[src/rtl/spectro_column_buffer.sv]
// spectro_column_buffer: collects one FFT frame of magnitude samples into a
// column and ping-pongs two column banks so the display reader can scan one
// complete column while the next one fills.
// Optional feature macro: PEAK_HOLD_DECAY_EN (decaying peak-hold write data).
module spectro_column_buffer #(
  parameter int N    = 7,   // MSB index of magnitude data
  parameter int BINS = 64,  // bins per column, power of two, >= 4
  parameter int AW   = 6    // read address width, >= log2(BINS)
) (
  input  logic          clock,
  input  logic          reset,
  input  logic [N:0]    mag_in,
  input  logic          mag_valid,
  input  logic          frame_start,
  output logic          mag_ready,
  input  logic          rd_en,
  input  logic [AW-1:0] rd_addr,
  output logic [N:0]    rd_data,
  output logic          rd_valid,
  input  logic          rd_release,
  output logic          col_done,
  output logic [15:0]   col_count,
  output logic          sync_err
);

  localparam int BW = $clog2(BINS);
  localparam logic [AW:0] BINS_W = (AW+1)'(BINS);
  localparam logic [BW-1:0] LAST_BIN = BW'(BINS - 1);

  typedef enum logic [1:0] {IDLE, FILL, HOLD, SWAP} state_t;

  state_t        r_state;
  state_t        w_next;
  logic          w_mag_ready;
  logic          w_col_done;
  logic [BW-1:0] r_wr_addr;
  logic          r_wr_bank;     // bank being filled; display bank is ~r_wr_bank
  logic          r_released;    // reader finished with display bank
  logic          r_filled;      // display bank has ever held a complete column
  logic [15:0]   r_col_count;
  logic          r_sync_err;
  logic [N:0]    r_rd_data;
  logic          r_rd_valid;

  // Both banks share one array, indexed by {bank, bin}.
  logic [N:0]    r_mem [0:2*BINS-1];

  logic          w_accept;
  logic          w_last;
  logic          w_wr_en;
  logic [BW-1:0] w_wr_idx;
  logic [N:0]    w_wr_data;
  logic          w_rd_in_range;

  assign w_accept      = mag_valid & w_mag_ready;
  assign w_last        = (r_wr_addr == LAST_BIN);
  assign w_wr_en       = ~reset & w_accept &
                         (((r_state == IDLE) & frame_start) | (r_state == FILL));
  assign w_wr_idx      = frame_start ? '0 : r_wr_addr;
  assign w_rd_in_range = ({1'b0, rd_addr} < BINS_W);

`ifdef PEAK_HOLD_DECAY_EN
  logic [N:0] w_prev;
  logic [N:0] w_decay;
  assign w_prev    = r_filled ? r_mem[{~r_wr_bank, w_wr_idx}] : '0;
  assign w_decay   = (w_prev == '0) ? '0 : w_prev - 1'b1;
  assign w_wr_data = (mag_in > w_decay) ? mag_in : w_decay;
`else
  assign w_wr_data = mag_in;
`endif

  // State register.
  always_ff @(posedge clock or posedge reset) begin
    if (reset) r_state <= IDLE;
    // NOTE: sequential state always uses non-blocking assignment so every
    // register samples pre-edge values regardless of block ordering.
    else       r_state <= w_next;
  end

  // Next-state decode and Moore handshake outputs.
  always_comb begin
    // NOTE: every output of this block gets a default first, so no path can
    // leave one unassigned and infer a latch.
    w_next      = r_state;
    w_mag_ready = 1'b1;
    w_col_done  = 1'b0;
    case (r_state)
      IDLE: if (w_accept && frame_start) w_next = FILL;
      FILL: if (w_accept && !frame_start && w_last)
              w_next = (r_released || rd_release) ? SWAP : HOLD;
      HOLD: begin
        w_mag_ready = 1'b0;
        if (rd_release) w_next = SWAP;
      end
      SWAP: begin
        w_mag_ready = 1'b0;
        w_col_done  = 1'b1;
        w_next      = IDLE;
      end
      default: w_next = IDLE;
    endcase
  end

  // Write address, bank ownership, release/filled flags and status counters.
  always_ff @(posedge clock or posedge reset) begin
    if (reset) begin
      r_wr_addr   <= '0;
      r_wr_bank   <= 1'b0;
      r_released  <= 1'b1;
      r_filled    <= 1'b0;
      r_col_count <= '0;
      r_sync_err  <= 1'b0;
    end else begin
      if (w_accept && frame_start && (r_state == IDLE || r_state == FILL)) begin
        r_wr_addr <= BW'(1);
        if (r_state == FILL) r_sync_err <= 1'b1;
      end else if (w_accept && r_state == FILL) begin
        r_wr_addr <= r_wr_addr + 1'b1;
      end

      if (r_state == SWAP) begin
        r_wr_bank   <= ~r_wr_bank;
        r_filled    <= 1'b1;
        r_released  <= 1'b0;
        r_col_count <= r_col_count + 1'b1;
      end else if (rd_release) begin
        r_released  <= 1'b1;
      end
    end
  end

  // Column storage write port.
  always_ff @(posedge clock) begin
    // NOTE: the storage array is deliberately not reset; r_filled alone says
    // whether the display bank holds meaningful data.
    if (w_wr_en) r_mem[{r_wr_bank, w_wr_idx}] <= w_wr_data;
  end

  // Registered display-bank read; rd_data holds when no read is requested.
  always_ff @(posedge clock or posedge reset) begin
    if (reset) begin
      r_rd_data  <= '0;
      r_rd_valid <= 1'b0;
    end else begin
      r_rd_valid <= rd_en;
      if (rd_en)
        r_rd_data <= (w_rd_in_range && r_filled) ?
                     r_mem[{~r_wr_bank, rd_addr[BW-1:0]}] : '0;
    end
  end

  assign mag_ready = w_mag_ready;
  assign col_done  = w_col_done;
  assign col_count = r_col_count;
  assign sync_err  = r_sync_err;
  assign rd_data   = r_rd_data;
  assign rd_valid  = r_rd_valid;

endmodule

[config.mk]
export PLATFORM = sky130hd
export DESIGN_NAME = spectro_column_buffer
export DESIGN_NICKNAME = d
export VERILOG_FILES = /design/src/rtl/spectro_column_buffer.sv
export SDC_FILE = /design/constraint.sdc
export NUM_CORES = 1
export LEC_CHECK = 0
export CAP_MARGIN = 20
export CORE_UTILIZATION = 60
export CTS_CLUSTER_DIAMETER = 150
export DETAILED_ROUTE_END_ITERATION = 10
export GPL_TIMING_DRIVEN = 0
export PLACE_DENSITY = 0.74
export SYNTH_ARGS = -nofsm -noshare
export SYNTH_HDL_FRONTEND = slang
export SYNTH_SLANG_ARGS = --single-unit
[constraint.sdc]
create_clock -name clock -period 5.4 [get_ports clock]
set_input_delay 0.81 -clock clock [delete_from_list [all_inputs] [get_ports clock]]
set_output_delay 0.81 -clock clock [all_outputs]
set_load 0.03 [all_outputs]
==> impl_metrics.ini <==
[clock_tree]
cts.clk_slew.worst_paths_ns = 0.06
tritoncts_clock_tree = yes
cts_inserted_buffers = 103
post_cts.repair.setup_buffers = 0
clk_latency_ns = 0.67
postCtsResizedCells = 0
cts_root_buf = clkbuf_16
cts_max_path_buffers = 3
post_cts_hold_buffer_count = 0
htree_levels = 3
sink_count_of_the_clock_tree = 1061

[die]
placeableCoreArea_sq_um = 69900
io_pins = 48
die_x_microns = 268
fp.dieH_microns = 268
placementRows = 97
start_util = 0.605
design.die.area_sq_um = 71600

[synthesis]
synth_mux_area_frac = 0.135
primary_ff_master_synth = edfxtp_1
yosys.area_share.adder = 0.00207
postSynth.asyncResetShare = 0.0349
synth_cell_type_count = 54
ys_seq_elements = 1061
syn-instance-count = 2300
synthesis.nets = 2327
synthesized_area_fraction_occupied_by_ao_oa_aoi_and_oai_cells = 0.0535
syn_area_per_cell_sq_um = 18.4
cell_types_with_the_largest_area_share_after_synthesis = edfxtp_1, mux2i_1, mux4_2, dfrtp_1, nor2_1
simple_gate_share_of_the_synthesized_area = 0.0337
yosysTopAreaCellShare = 0.727
post-synth-top-area-cell = edfxtp_1
synth_edf_count = 1024
yosys_warnings = 0
synthXorXnorAreaFrac = 0.00414
synth-seq-area-share = 0.749
synth_top_family_by_area = multiplexers
syn-cell-area_sq_um = 42300

[sta]
final-max-slew-violation-count = 0
rsz0062_at_grt = no
final-setup-viol-count = 0
timing.setup.tns_ns = 0
fin_worst_hold_slack_ns = 0.475
fmax_ghz = 0.237
finalClockSkew_ns = 0.0217
layout_worst_path_cycle_share = 0.781
finalHoldViolations = 0
worst-slew-pin-transition_ns = 1.27
timing.slew.headroom = 0.154
fin_crit_ns = 4.22

[min_path]
holdCritPathClass = flop to flop

[power_and_ir_drop]
powerDensity_nw_per_um2 = 361
static-leakage-power_nw = 15.8
seq_power_share = 0.528
p_clk_frac = 0.411
cellInternalPower_mw = 13.4
portion_of_total_power_attributed_to_combinational_logic = 0.060
ir_worst_vdd_v = 0.000273
power_switching_share = 0.220
switching_power_mw = 3.78

[job]
max_cap_violations = 0

[placed_design]
place.detailed.instances = 3298
place.port_buffers = 45
final_weighted_congestion_of_routability_driven_global_placement = 0.975
place_area_sq_um = 44200
post-dp-hpwl_microns = 78700

[routing]
vias = 23500
dr.pass1.iters = 7
dr.first_iter.drc_count = 3294
avgRoutedWirePerCell_microns = 33.0
wl_microns = 115000
ant_nets = 0
vias_per_cell = 6.73
drt_drc_violations_left = 0

[grt]
grt_max_degree = 101
global_route.overflow_total = 0
grt_first_pass_wirelength_microns = 162000
grtUsageTotal = 0.327
antenna_found_initial = 5
grt_pass1_vias = 22700

[critical_path]
cp_slowest_stage_delay_ns = 0.76
critical-path-slowest-cell = nor2_1
timing.critical_path.from = r_state[0]$_DFFE_PP0P_
worst_setup_path_start_kind = flop
reg_to_reg_end = r_mem[47][3]$_DFFE_PP_
required_ns = 5.68
data_arrival_time_of_the_critical_path_ns = 4.49
path_cells = inv_1 > ha_1 > nor3b_2 > nand2_1 > nor4b_2 > nand3_1 > clkbuf_1 > buf_8 > nor2_1
crit_path_end_kind = flop
worst_r2r_startpoint = r_state[0]$_DFFE_PP0P_
worst_setup_path_endpoint = r_mem[47][3]$_DFFE_PP_
worstRegToRegCells = 9
maximum_fanout_along_the_worst_path = 8
r2r_slack_ns = 1.18
setup.worst_path.class = flop to flop

[final_layout]
finish.net_count = 2496
nFillCells = 4494
final_util = 0.681
most-common-layout-cells = edfxtp_1, mux2i_1, nor2_1
area_delta_synth_final_pct = 12.5
design_area_sq_um = 47600
final_non_filler_cells = 3495
share_of_cells_above_drive_strength_1 = 0.164
most_common_library_cell_in_the_layout_ignoring_fill_and_taps = edfxtp_1

[outcome]
outcome = complete, no violations
## worst min-delay path by stage
stage / from / to / depth (start not counted)
5_1_grt: sync_err$_DFFE_PP0P_ / sync_err$_DFFE_PP0P_ / 1
3_3_place_gp: r_filled$_DFFE_PP0P_ / r_filled$_DFFE_PP0P_ / 1
6_report: sync_err$_DFFE_PP0P_ / sync_err$_DFFE_PP0P_ / 1
2_1_floorplan: r_filled$_DFFE_PP0P_ / r_filled$_DFFE_PP0P_ / 1
3_5_place_dp: sync_err$_DFFE_PP0P_ / sync_err$_DFFE_PP0P_ / 1
4_1_cts: sync_err$_DFFE_PP0P_ / sync_err$_DFFE_PP0P_ / 1
## logic make-up after synthesis
| kind of cell | Yosys count |
|---|---|
| adders and majority gates | 7 |
| AOI/OAI and AO/OA | 323 |
| DFF | 1061 |
| buffers and inverters | 138 |
| xor gates and xnor gates | 20 |
| and+or+nand+nor | 317 |
| muxes | 434 |
## through the flow
stage / power (mW) / setup slack (ns)
after floorplan: 9.76 / 2.34
final: 17.2 / 1.18
after global placement: 10.2 / -0.508
after detailed placement: 10.2 / 0.453
after CTS: 17.2 / 1.06
after global routing: 17.5 / 1.02
## power by group through the flow
stage	sequential, mW	combinational [mW]	clock [mW]
2_1_floorplan	9.24	0.520	0
3_3_place_gp	9.29	0.954	0
3_5_place_dp	9.24	1.00	0
4_1_cts	9.07	1.01	7.09
5_1_grt	9.07	1.06	7.41
6_report	9.07	1.03	7.06
## worst max-delay path, delay by kind of cell (launching register included)
family | cells | cell delay (ns)
adder cells (fa/ha/maj) | 1 | 0.24
flip-flops | 1 | 0.41
AND/OR/NAND/NOR | 5 | 2.30
buffers and inverters | 3 | 0.85
## cell usage after synthesis, types with 7 or more instances
cell	instances
a32oi_1	8
o21ai_0	41
o41ai_2	8
nand2_1	56
o221ai_1	24
o22ai_1	48
buf_12	9
buf_8	7
clkbuf_1	42
ha_1	7
dfrtp_1	36
a311oi_1	8
nand2b_1	15
buf_4	15
nand4_1	14
a21oi_1	50
a22oi_1	80
buf_1	8
nor2b_1	19
mux2_2	34
a211oi_1	16
a31oi_1	8
edfxtp_1	1024
nand3_1	25
mux4_2	103
buf_2	29
mux2i_1	296
o211ai_1	17
a221o_1	8
xor2_1	10
nor2_1	165
xnor2_1	10
buf_6	21
## area by class of cell
| class | count | area (sq um) | share of cell area |
|---|---|---|---|
| antenna | 3 | 7.51 | 0.000158 |
| buffer | 133 | 977 | 0.0205 |
| clock buffer | 122 | 2730 | 0.0574 |
| clock inverter | 66 | 577 | 0.0121 |
| inverter | 5 | 18.8 | 0.000394 |
| multi-input combinational | 1101 | 9640 | 0.203 |
| sequential | 1061 | 31700 | 0.665 |
| tap | 940 | 1180 | 0.0247 |
| timing repair buffer | 64 | 797 | 0.0167 |
## state kept, by name, indices dropped and copies added (netlist names)
signal and count:
col_count 16, r_filled 1, r_mem 1024, r_released 1
r_state 2, r_wr_addr 6, r_wr_bank 1, rd_data 8
rd_valid 1, sync_err 1
## metal layers
layer  global-route usage  vias to the layer above  part of all wire
met4                0.100                        0             0.027
li1                     -                     9624                 -
met1                0.486                    12100              0.40
met5                    0                        -                 0
met2                0.481                     1553              0.45
met3               0.0828                      192              0.12
No activity file was read; power rests on OpenSTA's default activity.
